==> config.mk <==
export PLATFORM = sky130hd
export DESIGN_NAME = elevator_step_timer
export DESIGN_NICKNAME = d
export VERILOG_FILES = /design/src/rtl/elevator_step_timer.sv
export SDC_FILE = /design/constraint.sdc
export NUM_CORES = 1
export LEC_CHECK = 0
export BUFFER_PORTS_ARGS = -buffer_cell sky130_fd_sc_hd__buf_2
export CAP_MARGIN = 20
export CORE_AREA = 2 2 39 41
export DETAILED_ROUTE_END_ITERATION = 8
export DIE_AREA = 0 0 41 43
export SYNTH_ARGS = -nofsm -noshare
export SYNTH_HDL_FRONTEND = slang
export SYNTH_SLANG_ARGS = --single-unit
==> constraint.sdc <==
create_clock -name clk -period 1.2 [get_ports clk]
set_clock_uncertainty 0.1 [all_clocks]
set_input_delay 0.24 -clock clk [delete_from_list [all_inputs] [get_ports clk]]
set_output_delay 0.24 -clock clk [all_outputs]
set_load 0.03 [all_outputs]
==> src/rtl/elevator_step_timer.sv <==
// STEP_DIV prescaler: while run is high it emits one step pulse every STEP_DIV clocks.
// clear (or run low) restarts the count so the first step lands STEP_DIV clocks after start.
module elevator_step_timer #(
    parameter int STEP_DIV = 4
) (
    input  logic clk,
    input  logic reset,
    input  logic run,
    input  logic clear,
    output logic step
);
    localparam int CW = (STEP_DIV > 1) ? $clog2(STEP_DIV) : 1;
    localparam logic [CW-1:0] LAST = CW'(STEP_DIV - 1);

    logic [CW-1:0] cnt;

    assign step = run && (cnt == LAST);

    // NOTE: sequential state uses non-blocking assignments so every register
    // samples the pre-edge values regardless of block ordering.
    always_ff @(posedge clk or posedge reset) begin
        if (reset) begin
            cnt <= '0;
        end else if (clear || !run) begin
            cnt <= '0;
        end else if (cnt == LAST) begin
            cnt <= '0;
        end else begin
            cnt <= cnt + 1'b1;
        end
    end
endmodule

==> impl_results.md <==
- Outcome: finished, violations left
- Reg2reg start: cnt[0]
- Clk slew on worst S/H paths: 30 ps
- Setup WS pre-CTS: -5.31 ps
- MaxCap Viol Count: 0
- Synth unique cells: 6
- Largest regs: cnt: 2 flops
- TritonCTS sink count: 2
- Min Tclk post-route: ~1400 ps
- Most frequent cells in the layout: clkbuf_4, buf_2, dfrtp_1, buf_4
- Combinational share of power: roughly 8.6%
- Worst skew pair latency: around 220 ps
- Nature of the critical path startpoint: register
- Fin crit share: 114%
- Sw power: around 0.000045 W
- Switching Share: a little under a fifth
- Slew Limit Fails: 0
- CTS buffer count: 3
- Final Wtd Congestion: between 0.5 and 0.6
- Int Pwr: ~0.00019 W
- Pwr Total: 0.000239 W
- CTS tree: done
- Sequential Power Share: a little under a third
- Max reg flops: 2
- Post-synth top area cell: dfrtp_1
- Flop2flop setup slack: roughly 80 ps
- Post-route ant nets: 0
- Timing endpoint of the critical path: step
- Slew HR: ~88%
- Synth Cell Area: just under 100 um^2
- CP startpoint: cnt[0]
- WP data required: about 860 ps
- Syn. warnings: 0
- Syn_area_per_cell: between 10 and 15 um^2
- Core Region: 1380 um^2
- Seq/Total Area, Yosys: approximately half
- Die ar.: between 1500 and 2000 um^2
- Min-delay src: clear
- Leak: slightly above 0.1 nW
- First-pass GRT wire length: 386 um
- FF-to-FF path depth: 3
- Routed via count: 91
- Setup bufs post-CTS: 0
- Num rows: 14
- Post-synthesis register bit count: 2
- WP data arrival: ~1000 ps
- TritonRoute pass-1 iters: 2
- Reg2reg end: cnt[0]
- Crit-path max cell delay: approximately 370 ps
- Routed wire length: roughly 220 um
- Setup TNS: -165 ps
- Least-Margin Pin Slew: approximately 190 ps
- Vias in the first global route: 110
- WL/cell: between 6 and 7 um
- Num ports: 5
- Initial antenna violation count: 0
- Final net count: 24
- Post-synth top area share: between 50% and 60%
- DRC: 0
- Root buf cell: clkbuf_4
- PnR worst setup slack: -165 ps
- Die Width: between 40 and 50 um
- Clock power share: slightly above 60%
- Synth-to-layout area growth: 103%
- Slowest CP cell: dfrtp_1
- Final setup fails: 1
- VDD IR-drop max: around 0.00025 V
- RSZ-0062 raised after global routing: yes
- Critical Path Sink Type: primary output
- Initial Utilization: 6.96%
- Die Y: between 40 and 50 um
- Top cells by area, synth: dfrtp_1, nor4b_2, ha_1, and3b_1, and2_1
- Syn Nets: 12
- Grt ovf: 0
- Pin count of the biggest net entering global routing: 4
- Antenna diodes: 0
- Fmax: ~730 MHz
- Cell count after synthesis: 7
- Fin. Hold Viols: 0
- Maximum buffer depth of the clock tree: 2
- PortBufs: 4
- Top reg by flops: cnt
- Layout cell share with drive strength beyond 1: between 70 and 80%
- GRT Total Usage: 4.42%
- CTS H-Tree Depth: 1
- Failing checks: setup timing
- CP cell instances: ha_2 > and2_4 > buf_6
- Cell Pwr Density: about 1200 nW/um^2
- Hold WC Path Type: input pin to register
- Vias per cell: 2.76
- WS Path Type: register to primary output
- DR iter-0 viols: 1
- Critical path peak fanout: 2
## logic make-up after synthesis
group	count (synthesis)	synth area share, %
flops	2	52.0
fa+ha+maj	1	13.0
buf+inv	1	3.89
simple gates	3	31.2
## layer usage
layer / global-route usage [%] / wire length [um] / up-vias
li1: - / - / 45
met1: 3.22 / 98 / 41
met2: 4.06 / 94 / 5
met3: 4.71 / 26 / 0
met4: 8.00 / 0 / 0
met5: 0 / 0 / -
## synth_stat cells
cell	number
dfrtp_1	2
nor4b_2	1
and3b_1	1
ha_1	1
and2_1	1
inv_1	1
## worst min path at each step
stage | to | slack [ps] | depth (start not counted)
5_1_grt | cnt[0] | 110 | 2
2_1_floorplan | cnt[0] | -120 | 1
6_report | cnt[0] | 110 | 2
3_5_place_dp | cnt[1] | -8 | 2
3_3_place_gp | cnt[1] | -8 | 2
4_1_cts | cnt[0] | 100 | 2
## worst max-delay path: cells and delay by family, from the launching register on
kind,cells,cell delay [ps]
fa+ha+maj,1,180
buf+inv,1,130
simple gates,1,130
flops,1,370
## layout make-up
type                            count  area (um^2)
Inverter                            1         3.75
Tap cell                           16         20.0
Multi-Input combinational cell      4         47.5
Clock buffer                        3         22.5
Sequential cell                     2         50.0
Timing Repair Buffer                7         51.3
Fill cell                         154         1190
## power by group through the flow
stage / Combinational (W) / Sequential, W / Clock (W)
after floorplan: 0.00000635 / 0.0000731 / 0
after global placement: 0.0000168 / 0.0000729 / 0
after detailed placement: 0.0000176 / 0.0000731 / 0
after CTS: 0.0000210 / 0.0000725 / 0.000156
after global routing: 0.0000227 / 0.0000729 / 0.000162
final: 0.0000206 / 0.0000724 / 0.000146
## stage by stage
stage          util (%)  instance area, um^2  hold slack, ps  instances
2_1_floorplan         -                 96.3            -119          7
3_3_place_gp       10.9                  151           -8.13         29
3_5_place_dp       10.9                  151           -8.50         29
4_1_cts            14.1                  195             101         33
5_1_grt            14.1                  195             110         33
6_report           14.1                  195             110         33
## timing repair
action	4_1_cts	5_1_grt
gates resized for setup	4	0
gates cloned	0	0
hold buffers	1	0
setup endpoints to repair	1	1
hold endpoints to repair	2	0
pin swaps	1	0
Note: power is estimated with default switching activity, not from simulation.
